==> src/rtl/fifo_pkg.sv <==
// Shared helpers for the stream FIFO family.
package fifo_pkg;

    // Pointer/address width for a given entry count (ceil(log2)).
    function automatic int clog2(input int value);
        int r;
        r = 0;
        while ((1 << r) < value) r++;
        return r;
    endfunction

endpackage

==> src/rtl/fifo_ram.sv <==
// Simple dual-port storage: synchronous write, asynchronous (fall-through) read.
module fifo_ram #(
    parameter int WIDTH = 9,
    parameter int DEPTH = 32,
    parameter int AW    = 5
) (
    input  logic             clk_i,
    input  logic             we_i,
    input  logic [AW-1:0]    waddr_i,
    input  logic [WIDTH-1:0] wdata_i,
    input  logic [AW-1:0]    raddr_i,
    output logic [WIDTH-1:0] rdata_o
);

    logic [WIDTH-1:0] mem_q [DEPTH];

    always_ff @(posedge clk_i) begin
        if (we_i) mem_q[waddr_i] <= wdata_i;
    end

    assign rdata_o = mem_q[raddr_i];

endmodule

==> src/rtl/axis_fifo_pkt.sv <==
// AXI-Stream FIFO with level flags, tlast carriage and optional store-and-forward
// release; an oversize packet that fills the FIFO is let through to avoid deadlock.
module axis_fifo_pkt
    import fifo_pkg::*;
#(
    parameter int DATA_WIDTH   = 8,
    parameter int DEPTH        = 32,
    parameter int AFULL_LEVEL  = DEPTH - 2,
    parameter int AEMPTY_LEVEL = 2,
    parameter int PACKET_MODE  = 0
) (
    input  logic                     clk,
    input  logic                     reset,
    input  logic [DATA_WIDTH-1:0]    write_tdata,
    input  logic                     write_tlast,
    input  logic                     write_tvalid,
    output logic                     write_tready,
    output logic [DATA_WIDTH-1:0]    read_tdata,
    output logic                     read_tlast,
    output logic                     read_tvalid,
    input  logic                     read_tready,
    output logic [clog2(DEPTH):0]    count,
    output logic                     full,
    output logic                     empty,
    output logic                     almost_full,
    output logic                     almost_empty,
    output logic                     oversize
);

    localparam int AW = clog2(DEPTH);
    localparam logic [AW:0] AF_LVL = (AW + 1)'(AFULL_LEVEL);
    localparam logic [AW:0] AE_LVL = (AW + 1)'(AEMPTY_LEVEL);

    typedef struct packed {
        logic                  last;
        logic [DATA_WIDTH-1:0] data;
    } entry_t;

    logic [AW:0] wr_ptr_q, wr_ptr_d, rd_ptr_q, rd_ptr_d;
    logic [AW:0] pkt_cnt_q, pkt_cnt_d;
    logic        wready_q, wready_d;
    logic        release_q, release_d;
    logic        oversize_q, oversize_d;
    logic        wr_en, rd_en, wr_last, rd_last;
    entry_t      wr_entry, rd_entry;

    assign wr_entry = '{last: write_tlast, data: write_tdata};

    fifo_ram #(
        .WIDTH (DATA_WIDTH + 1),
        .DEPTH (DEPTH),
        .AW    (AW)
    ) u_ram (
        .clk_i   (clk),
        .we_i    (wr_en),
        .waddr_i (wr_ptr_q[AW-1:0]),
        .wdata_i (wr_entry),
        .raddr_i (rd_ptr_q[AW-1:0]),
        .rdata_o (rd_entry)
    );

    assign full         = (wr_ptr_q[AW] != rd_ptr_q[AW]) && (wr_ptr_q[AW-1:0] == rd_ptr_q[AW-1:0]);
    assign empty        = (wr_ptr_q == rd_ptr_q);
    assign count        = wr_ptr_q - rd_ptr_q;
    assign almost_full  = (count >= AF_LVL);
    assign almost_empty = (count <= AE_LVL);
    assign oversize     = oversize_q;
    assign write_tready = wready_q;
    assign read_tdata   = rd_entry.data;
    assign read_tlast   = rd_entry.last;

    // In packet mode the head is only exposed once a whole packet is stored.
    assign read_tvalid = !empty && (PACKET_MODE == 0 || pkt_cnt_q != '0 || release_q);

    assign wr_en   = write_tvalid && wready_q;
    assign rd_en   = read_tvalid && read_tready;
    assign wr_last = wr_en && write_tlast;
    assign rd_last = rd_en && rd_entry.last;

    always_comb begin
        wr_ptr_d   = wr_ptr_q + (AW + 1)'(wr_en);
        rd_ptr_d   = rd_ptr_q + (AW + 1)'(rd_en);
        pkt_cnt_d  = pkt_cnt_q;
        release_d  = release_q;
        oversize_d = oversize_q;
        if (wr_last && !rd_last)      pkt_cnt_d = pkt_cnt_q + 1'b1;
        else if (!wr_last && rd_last) pkt_cnt_d = pkt_cnt_q - 1'b1;
        // A full FIFO holding no tlast can never complete its packet: drain it anyway.
        if (PACKET_MODE != 0 && full && pkt_cnt_q == '0) begin
            release_d  = 1'b1;
            oversize_d = 1'b1;
        end else if (rd_last) begin
            release_d  = 1'b0;
        end
        wready_d = !((wr_ptr_d[AW] != rd_ptr_d[AW]) && (wr_ptr_d[AW-1:0] == rd_ptr_d[AW-1:0]));
    end

    always_ff @(posedge clk or posedge reset) begin
        if (reset) begin
            wr_ptr_q   <= '0;
            rd_ptr_q   <= '0;
            pkt_cnt_q  <= '0;
            wready_q   <= 1'b0;
            release_q  <= 1'b0;
            oversize_q <= 1'b0;
        end else begin
            wr_ptr_q   <= wr_ptr_d;
            rd_ptr_q   <= rd_ptr_d;
            pkt_cnt_q  <= pkt_cnt_d;
            wready_q   <= wready_d;
            release_q  <= release_d;
            oversize_q <= oversize_d;
        end
    end

endmodule
==> config.mk <==
export PLATFORM = sky130hd
export DESIGN_NAME = axis_fifo_pkt
export DESIGN_NICKNAME = d
export VERILOG_FILES = /design/src/rtl/fifo_pkg.sv /design/src/rtl/fifo_ram.sv /design/src/rtl/axis_fifo_pkt.sv
export SDC_FILE = /design/constraint.sdc
export NUM_CORES = 1
export LEC_CHECK = 0
export ABC_AREA = 1
export CORE_UTILIZATION = 42
export DETAILED_ROUTE_END_ITERATION = 8
export PLACE_DENSITY = 0.6
export SKIP_CTS_REPAIR_TIMING = 1
export SYNTH_ARGS = -nofsm -noshare
export SYNTH_HDL_FRONTEND = slang
export SYNTH_SLANG_ARGS = --single-unit
==> constraint.sdc <==
create_clock -name clk -period 6.3 [get_ports clk]
set_input_delay 1.26 -clock clk [delete_from_list [all_inputs] [get_ports clk]]
set_output_delay 1.26 -clock clk [all_outputs]
set_load 0.01 [all_outputs]
Word level (Yosys, flattened, before mapping)
Memory sizes are Yosys's and may differ from the RTL's. Cells that the tools add are included.

Register bits: 13. Bits in writable memories: 288. Output and inout port bits: 22. Logic and storage cells: 22. Memories kept: 1.

Add/subtract/negate cells: 3. Magnitude comparators: 2. Equal/unequal tests: 5. Multiplexer cells: 2. Reductions and logical operators: 6.

Memory list: u_ram.mem_q (words 32, width 9, read ports 1, clocked after Yosys merged registers in 0, write ports 1, line fifo_ram.sv:15) `logic [WIDTH-1:0] mem_q [DEPTH];`.

Operators by type and width (count): adder 6 x 1 -> 6 bit (2); == test 5 bit (2); == test 6 bit (1); >= comparator 6 x 5 -> 1 bit (second input constant) (1); less-or-equal comparator 6 x 2 -> 1 bit (second input constant) (1); subtractor 6 bit (1); logical AND 1 bit (4); zero test 1 bit (2); two-way mux 1 bit (2); inequality test 1 bit (2).

Logic depth before layout (Yosys ltp)
Gate-level depths: netlist of run 1.

Depth in word-level cells: 7. Mapped depth: 20. Depth with buffers taken out: 17.

Cells and area by module
From an unflattened synthesis of run 1, not the netlist that was laid out.

Cells, all modules: 1174. Area total of the unflattened synthesis: 12824.8 um^2.

By module, submodules not included: fifo_ram (times used 1, cells an instance 1020, area each 11795.1 um^2, seq. area each 8648.3 um^2); axis_fifo_pkt (times used 1, cells an instance 154, area each 1029.7 um^2, seq. area each 325.3 um^2).

Worst setup path after synthesis of run 1
OpenSTA, ideal clock, no wires.

Kind: reg2out. Start: register rd_ptr_q[1]. End: output port almost_full. Arrival: 1.918 ns. Required time: 5.040 ns. Slack: 3.122 ns. Stages on the path, launching flop included: 11. Buffers on the path: 3. Path through: dfrtp_1 > buf_4 > inv_2 > buf_4 > buf_4 > fa_1 > xor2_1 > nand2_1 > nor2_1 > nand2_1 > nand2_1.

Longest elaborated chain between the ends: 2.

Ends and longest elaborated chain: start, declared (line axis_fifo_pkt.sv:39) `logic [AW:0] wr_ptr_q, wr_ptr_d, rd_ptr_q, rd_ptr_d;`; start signal, assigned (line axis_fifo_pkt.sv:108) `rd_ptr_q <= rd_ptr_d;`; subtractor 6 bit (line axis_fifo_pkt.sv:64) `assign count = wr_ptr_q - rd_ptr_q;`; via count[2] (line axis_fifo_pkt.sv:22) `output logic [clog2(DEPTH):0] count,`; >= comparator 6 x 5 -> 1 bit (line axis_fifo_pkt.sv:65) `assign almost_full = (count >= AF_LVL);`; end, declared (line axis_fifo_pkt.sv:25) `output logic almost_full,`.

The timed path passes the listed nets, and every way through them passes these cells.

Final worst setup path of run 1
Start: register rd_ptr_q[0]. End: output port read_tdata[6].

Longest elaborated chain between the ends: 1.

Ends and longest elaborated chain: memory read (32 x 9 bit); end, declared (line axis_fifo_pkt.sv:18) `output logic [DATA_WIDTH-1:0] read_tdata,`.

No other way between the ends.

==> results of run 1 <==
-- synthesized netlist by cell type (2+ instances only) --
cell type  number
a21oi_1         8
buf_1           5
buf_2          34
buf_4           8
buf_6           8
clkbuf_1        9
dfrtp_1        13
edfxtp_1      288
ha_1            9
inv_1          24
inv_2           2
nand2_1       444
nand3_1       231
nand4_1         4
nor2_1         38
nor2_2          2
xnor2_1         4
xor2_1          9
-- through the flow --
step | hold WS (ns) | cells
global route | 0.579 | 1575
floorplan | 0.516 | 1147
detailed placement | 0.544 | 1521
finish | 0.556 | 1575
CTS | 0.557 | 1575
global placement | 0.542 | 1521
-- placed cells by master, fill, tap and decap left out, types with 8 or more instances in the layout --
master / count
clkbuf_16: 31
ha_1: 9
nand3_1: 231
buf_4: 14
inv_1: 24
nand2_1: 444
xor2_1: 9
edfxtp_1: 288
clkdlybuf4s50_1: 33
dfrtp_1: 11
nor2_1: 38
a21oi_1: 8
-- state kept, by name, indices dropped and copies added (netlist names) --
name          cells
write_tready      1
wr_ptr_q          6
rd_ptr_q          6
u_ram.mem_q     288
-- cell families after synthesis --
group,after synthesis,share of synthesized area
fa+ha+maj,10,0.0104
xor+xnor,13,0.00892
compound gates,9,0.00353
flops,301,0.703
other cells,1,0.000294
buf+inv,91,0.0373
simple gates,722,0.237
-- area by class of cell --
| cell class | instances | area [µm²] | area share |
|---|---|---|---|
| Sequential cell | 301 | 8980 | 0.629 |
| Tap cell | 390 | 488 | 0.0342 |
| Clock buffer | 38 | 802 | 0.0562 |
| Multi-Input combinational cell | 755 | 3320 | 0.232 |
| Inverter | 27 | 104 | 0.00728 |
| Timing Repair Buffer | 48 | 455 | 0.0319 |
| Clock inverter | 16 | 129 | 0.00903 |
-- power breakdown --
group | internal (mW) | total (mW) | switching, mW
clock | 0.977 | 1.71 | 0.737
sequential | 2.35 | 2.49 | 0.138
combinational | 0.913 | 2.71 | 1.80
total | 4.24 | 6.92 | 2.67
-- final timing paths --
kind	slack (ns)	startpoint	end
max	1.25	rd_ptr_q[0]	read_tdata[6]
min	0.56	wr_ptr_q[5]	wr_ptr_q[5]
max reg2reg	3.14	rd_ptr_q[4]	write_tready
min reg2reg	0.56	wr_ptr_q[5]	wr_ptr_q[5]
max in group asynchronous	4.84	reset	rd_ptr_q[0]
min in group asynchronous	1.03	reset	rd_ptr_q[5]
-- worst max-delay path, delay by kind of cell, from the launching register on --
family / cells / cell delay, ns
buf+inv: 2 / 1.43
simple gates: 8 / 0.95
flops: 1 / 0.81
-- metal layers --
layer / part of all wire / vias up / global-route usage
li1: - / 3976 / -
met1: 0.44 / 4011 / 0.289
met2: 0.47 / 270 / 0.325
met3: 0.067 / 52 / 0.0325
met4: 0.023 / 0 / 0.0539
met5: 0 / - / 0
==> results.cfg, run 1 <==
[setup_path]
crit_path_max_incr_delay_ns = 0.89
crit_type = flip-flop to output pin
arrival_ns = 3.79
required_ns = 5.04
crit_chain = buf_4, nand2_1, nand3_1, nand3_1, nand2_1, nand2_1, nand2_1, nand2_1, nand2_1, clkdlybuf4s50_1
worstPathMaxFanout = 97
cp_slowest_cell = buf_4
critPathCaptureType = output pin
startpoint_type = flip-flop
worst_path_most_repeated_cell = nand2_1
ff2ff_path_depth = 15

[synthesis]
avgSynthCellArea_um2 = 11.1
synth_async_sr_flop_share = 0.0432
syn_inst = 1147
synth_area_leaders = edfxtp_1 68%, nand2_1 13%, nand3_1 9.1%
ys.flop_type = edfxtp_1
ys_seq_area_frac = 0.703
synth_seq_cells = 301
yosys.area.top_type = edfxtp_1
synthesis.nets = 1170
yosysUniqueCellTypes = 25
synth_edf_count = 288
yosysWarnings = 0
synth_top_area_frac = 0.677
syn_area_mm2 = 0.0128

[finish]
fill_cells = 2703
final_util = 0.479
fin_nets = 1187
drive_gt1_frac = 0.0532
fin_area_mm2 = 0.0143
area_delta_synth_final_pct = 11.8
diodes = 0

[outcome]
status = completed

[clocking]
clk_path_buf_depth = 3
clock_latency_ns = 0.56
cts_tree = done
cts_sinks = 301
htreeDepth = 1
numCtsBuffers = 31
ctsRootBufferMaster = clkbuf_16
cts.clk_slew.worst_paths_ns = 0.06

[place]
portBuffers = 33
routabilityCongestion = 0.792
hpwl_mm = 17.1
dpl_cell_area_mm2 = 0.0133
post-place-ws_ns = 1.85

[timing]
grt_setup_unrepaired = no
setup_viol = 0
slew_headroom = 0.154
period_share = 0.802
slew_violations = 0
post-route-min-period_ns = 5.05
layout_setup_ws_ns = 1.25
skew_ns = 0.0217
worst_slew_pin_slew_ns = 1.27
hold_viol = 0
fin_tns_setup_ns = 0
fmax_ghz = 0.198

[routing]
via_per_inst = 5.28
ant_nets = 0
drc = 0
vias = 8309
firstDrtPassIters = 6
initialDrtViolationCount = 801
wl_per_cell_um = 19.4
finalWirelength_mm = 30.6

[run]
maxCapViolCount = 0

[grt]
grt_pass1_wl_mm = 47.8
grt_start_max_net_pins = 98
overflow = 0
grt_use_total = 0.203
grt_pass1_vias = 8226
antenna_found_initial = 0

[floorplan]
core_area_mm2 = 0.0298
die_y_um = 176
start_util = 0.428
dieArea_mm2 = 0.0311
rows = 63
ios = 35
die_w_um = 176

[power]
power_density_mw_per_mm2 = 485
p_total_mw = 6.92
vdd_drop_max_mv = 0.251
p_leak_nw = 5.32

[min_path]
whs_path_depth = 1
hold_class = flip-flop to flip-flop
No activity file was read; power rests on OpenSTA's default activity.
==> run 2: changes to the inputs <==
- PLACE_DENSITY: 0.6 -> 0.62
- clock period: 6.3 -> 4.4 ns (I/O delays scaled with it)
==> results.cfg, run 2 (same netlist as run 1, synthesis figures left out) <==
[floorplan]
die_w_um = 176
core_area_mm2 = 0.0298
rows = 63
dieArea_mm2 = 0.0311
start_util = 0.428
ios = 35
die_y_um = 176

[finish]
final_common_cell = nand2_1
area_delta_synth_final_pct = 13.2
largest-register = u_ram.mem_q
drive_gt1_frac = 0.0664
diodes = 0
fin_area_mm2 = 0.0144
reg_top3 = u_ram.mem_q: 288 flops, rd_ptr_q: 6 flops, wr_ptr_q: 6 flops
final_util = 0.485
layout_common_cells = 444 x nand2_1, 288 x edfxtp_1, 231 x nand3_1
fin_nets = 1204
fill_cells = 2713
largest_register_ffs = 288

[timing]
skew_ns = 0.00861
post-route-min-period_ns = 4.20
fin_tns_setup_ns = 0
setup_viol = 0
fmax_ghz = 0.238
grt_setup_unrepaired = no
slew_headroom = 0.205
period_share = 0.954
worst_slew_pin_slew_ns = 1.19
hold_viol = 0
whs_ns = 0.566
slew_violations = 0

[setup_path]
critPathCaptureType = output pin
startpoint_type = flip-flop
worstPathMaxFanout = 30
required_ns = 3.52
crit_type = flip-flop to output pin
arrival_ns = 3.32

[power]
netSwitchingFraction = 0.385
pwr-share-seq = 0.355
vdd_drop_max_mv = 0.399
p_total_mw = 9.99
p_switching_mw = 3.85
p_leak_nw = 5.42
pwr-share-comb = 0.402
p_int_mw = 6.14
clkPwrFrac = 0.243
power_density_mw_per_mm2 = 692

[routing]
wl_per_cell_um = 19.1
firstDrtPassIters = 5
vias = 8339
ant_nets = 0
via_per_inst = 5.23
drc = 0
finalWirelength_mm = 30.5
initialDrtViolationCount = 816

[clocking]
cts_tree = done
cts_sinks = 301
numCtsBuffers = 30
clk_path_buf_depth = 3
cts.clk_slew.worst_paths_ns = 0.06
ctsRootBufferMaster = clkbuf_16
htreeDepth = 1
clock_latency_ns = 0.56

[grt]
grt_use_total = 0.201
antenna_found_initial = 0
overflow = 0
grt_pass1_wl_mm = 46.9
grt_pass1_vias = 8139
grt_start_max_net_pins = 147

[run]
maxCapViolCount = 0

[place]
hpwl_mm = 17.7
routabilityCongestion = 0.842
portBuffers = 33
dpl_cell_area_mm2 = 0.0135

[outcome]
status = completed

[min_path]
hold_class = flip-flop to flip-flop
-- run 2: layout make-up --
class	count	area, µm²	area share
multi-input combinational	755	3320	0.229
sequential	301	8980	0.622
clock buffer	38	802	0.0555
tap	390	488	0.0338
timing repair buffer	66	636	0.0440
clock inverter	17	123	0.00849
inverter	27	104	0.00719
-- run 2: per-layer routing --
metal / routed length, µm / part of all wire / track usage
met1: 13600 / 0.45 / 0.286
met2: 14200 / 0.47 / 0.326
met3: 1970 / 0.065 / 0.0239
met4: 703 / 0.023 / 0.0585
met5: 0 / 0 / 0
-- run 2: worst paths after layout --
| kind | from | slack (ns) | to | depth (start not counted) |
|---|---|---|---|---|
| setup / recovery | rd_ptr_q[1] | 0.20 | read_tdata[4] | 10 |
| max in group asynchronous | reset | 3.33 | rd_ptr_q[0] | 2 |
| min in group asynchronous | reset | 0.66 | write_tready | 2 |
| hold / removal | wr_ptr_q[5] | 0.57 | wr_ptr_q[5] | 1 |
| hold reg to reg | wr_ptr_q[5] | 0.57 | wr_ptr_q[5] | 1 |
| setup reg to reg | rd_ptr_q[1] | 1.24 | write_tready | 14 |
-- run 2: power groups by stage --
stage | Sequential, mW | Clock [mW] | Combinational, mW
after floorplan | 3.49 | 0 | 2.70
after CTS | 3.54 | 2.45 | 4.03
final | 3.55 | 2.42 | 4.02
after detailed placement | 3.60 | 0 | 4.02
after global routing | 3.57 | 2.56 | 4.46
after global placement | 3.60 | 0 | 4.00
-- run 2: worst max-delay path, cell delays in order (launching register included) --
cell	delay, ns
dfrtp_2	0.79
buf_4	0.40
buf_4	0.36
nand3_1	0.12
nand3_1	0.10
nand2_1	0.09
nand2_1	0.07
nand2_1	0.05
nand2_1	0.16
nand2_1	0.10
clkdlybuf4s50_1	0.49
-- run 2: through the flow --
stage                     cells  worst slack (ns)
after floorplan            1147              1.60
after global placement     1539             0.755
after detailed placement   1539             0.733
after CTS                  1594             0.146
after global routing       1594            0.0249
final                      1594             0.203
==> run 3: changes to the inputs <==
- CORE_ASPECT_RATIO: unset -> 1.75
- CTS_CLUSTER_SIZE: unset -> 12
- PLACE_DENSITY: 0.62 -> 0.6
- clock period: 4.4 -> 4.8 ns (I/O delays scaled with it)
==> results.cfg, run 3 (same netlist as run 1, synthesis figures left out) <==
[floorplan]
dieArea_mm2 = 0.0311
ios = 35
die_w_um = 134
core_area_mm2 = 0.0300
rows = 84
die_y_um = 233
start_util = 0.426

[routing]
vias = 8414
met1Wirelength_mm = 12.4
via_per_inst = 5.34
drc = 0
initialDrtViolationCount = 654
route.met3.wl_mm = 1.32
wl_per_cell_um = 20.3
finalWirelength_mm = 32.0
firstDrtPassIters = 5
ant_nets = 0
routed.top_layer = met4
dr_wl_met2_mm = 16.6

[power]
power_density_mw_per_mm2 = 635
p_leak_nw = 5.28
clkPwrFrac = 0.227
pwr-share-comb = 0.417
vdd_drop_max_mv = 0.763
pwr-share-seq = 0.356
netSwitchingFraction = 0.396
p_int_mw = 5.46
p_switching_mw = 3.57

[min_path]
hold_class = flip-flop to flip-flop
hold_start = wr_ptr_q[5]

[finish]
reg_top3 = u_ram.mem_q: 288 flops, rd_ptr_q: 6 flops, wr_ptr_q: 6 flops
diodes = 0
fin_area_mm2 = 0.0142
drive_gt1_frac = 0.0488
fin_nets = 1189
largest_register_ffs = 288
layout_common_cells = 444 x nand2_1, 288 x edfxtp_1, 231 x nand3_1
largest-register = u_ram.mem_q
final_common_cell = nand2_1
final_util = 0.475
area_delta_synth_final_pct = 11.3

[place]
portBuffers = 33
hpwl_mm = 19.3
dpl_cell_area_mm2 = 0.0134
routabilityCongestion = 0.817

[clocking]
htreeDepth = 1
cts_sinks = 301
numCtsBuffers = 29
ctsRootBufferMaster = clkbuf_16
cts.clk_slew.worst_paths_ns = 0.06
clk_path_buf_depth = 3
clock_latency_ns = 0.55
cts_tree = done

[timing]
fmax_ghz = 0.229
grt_setup_unrepaired = no
hold_viol = 0
slew_violations = 0
period_share = 0.911
skew_ns = 0.0179
setup_viol = 0
post-route-min-period_ns = 4.37
worst_slew_pin_slew_ns = 1.35
fin_tns_setup_ns = 0
slew_headroom = 0.0975

[setup_path]
crit_family = buffers and inverters
crit_type = flip-flop to output pin
crit_chain = inv_1, ha_1, nand2_1, inv_1, nand2_1, nand2_1, xor2_1, inv_1, nand2_1, clkdlybuf4s50_1
crit_path_max_incr_delay_ns = 0.69
path_buf_inv = 4
startpoint_type = flip-flop
r2r-start = rd_ptr_q[4]
critical_path.startpoint = rd_ptr_q[4]
worstPathMaxFanout = 14
cp_slowest_cell = dfrtp_1
worst_path_most_repeated_cell = nand2_1
required_ns = 3.84
critPathCaptureType = output pin
arrival_ns = 3.41

[grt]
antenna_found_initial = 0
grt_pass1_wl_mm = 48.6
grt_start_max_net_pins = 73
grt_use_total = 0.210
overflow = 0
grt_pass1_vias = 8290

[run]
maxCapViolCount = 0

[outcome]
status = completed
## run 3: metal layers
metal,vias up,GRT usage
li1,3970,-
met2,252,0.364
met1,4124,0.252
met3,68,0.0192
met4,0,0.126
met5,-,0
## run 3: layout make-up
| type | count | area, µm² |
|---|---|---|
| clock inverters | 2 | 13.8 |
| repair buffers | 52 | 510 |
| well taps | 387 | 484 |
| multi-input cells | 755 | 3320 |
| fillers | 2709 | 15700 |
| inverters | 27 | 104 |
| clock buffers | 51 | 808 |
| flip-flops and latches | 301 | 8980 |
## run 3: per-stage QoR
step           cells  hold WS, ns  setup slack, ns  total power, mW
2_1_floorplan   1147        0.516             1.92             5.67
3_3_place_gp    1522        0.532             1.00             7.03
3_5_place_dp    1522        0.539            0.987             7.05
4_1_cts         1575        0.551            0.367             9.09
5_1_grt         1575        0.583            0.289             9.55
6_report        1575        0.554            0.429             9.03
## run 3: path summary, 6_finish.rpt
kind                       slack (ns)  cells past startpoint            to
max in group asynchronous        3.67                      2   rd_ptr_q[0]
setup / recovery                 0.43                     10   almost_full
hold / removal                   0.55                      1   wr_ptr_q[5]
setup reg to reg                 1.42                     15  write_tready
min in group asynchronous        0.74                      2   rd_ptr_q[5]
hold reg to reg                  0.55                      1   wr_ptr_q[5]
## run 3: power groups by stage
stage	clock, mW	combinational (mW)	sequential [mW]
6_report	2.05	3.76	3.22
5_1_grt	2.17	4.14	3.24
4_1_cts	2.08	3.79	3.22
3_5_place_dp	0	3.78	3.27
3_3_place_gp	0	3.76	3.27
2_1_floorplan	0	2.47	3.20
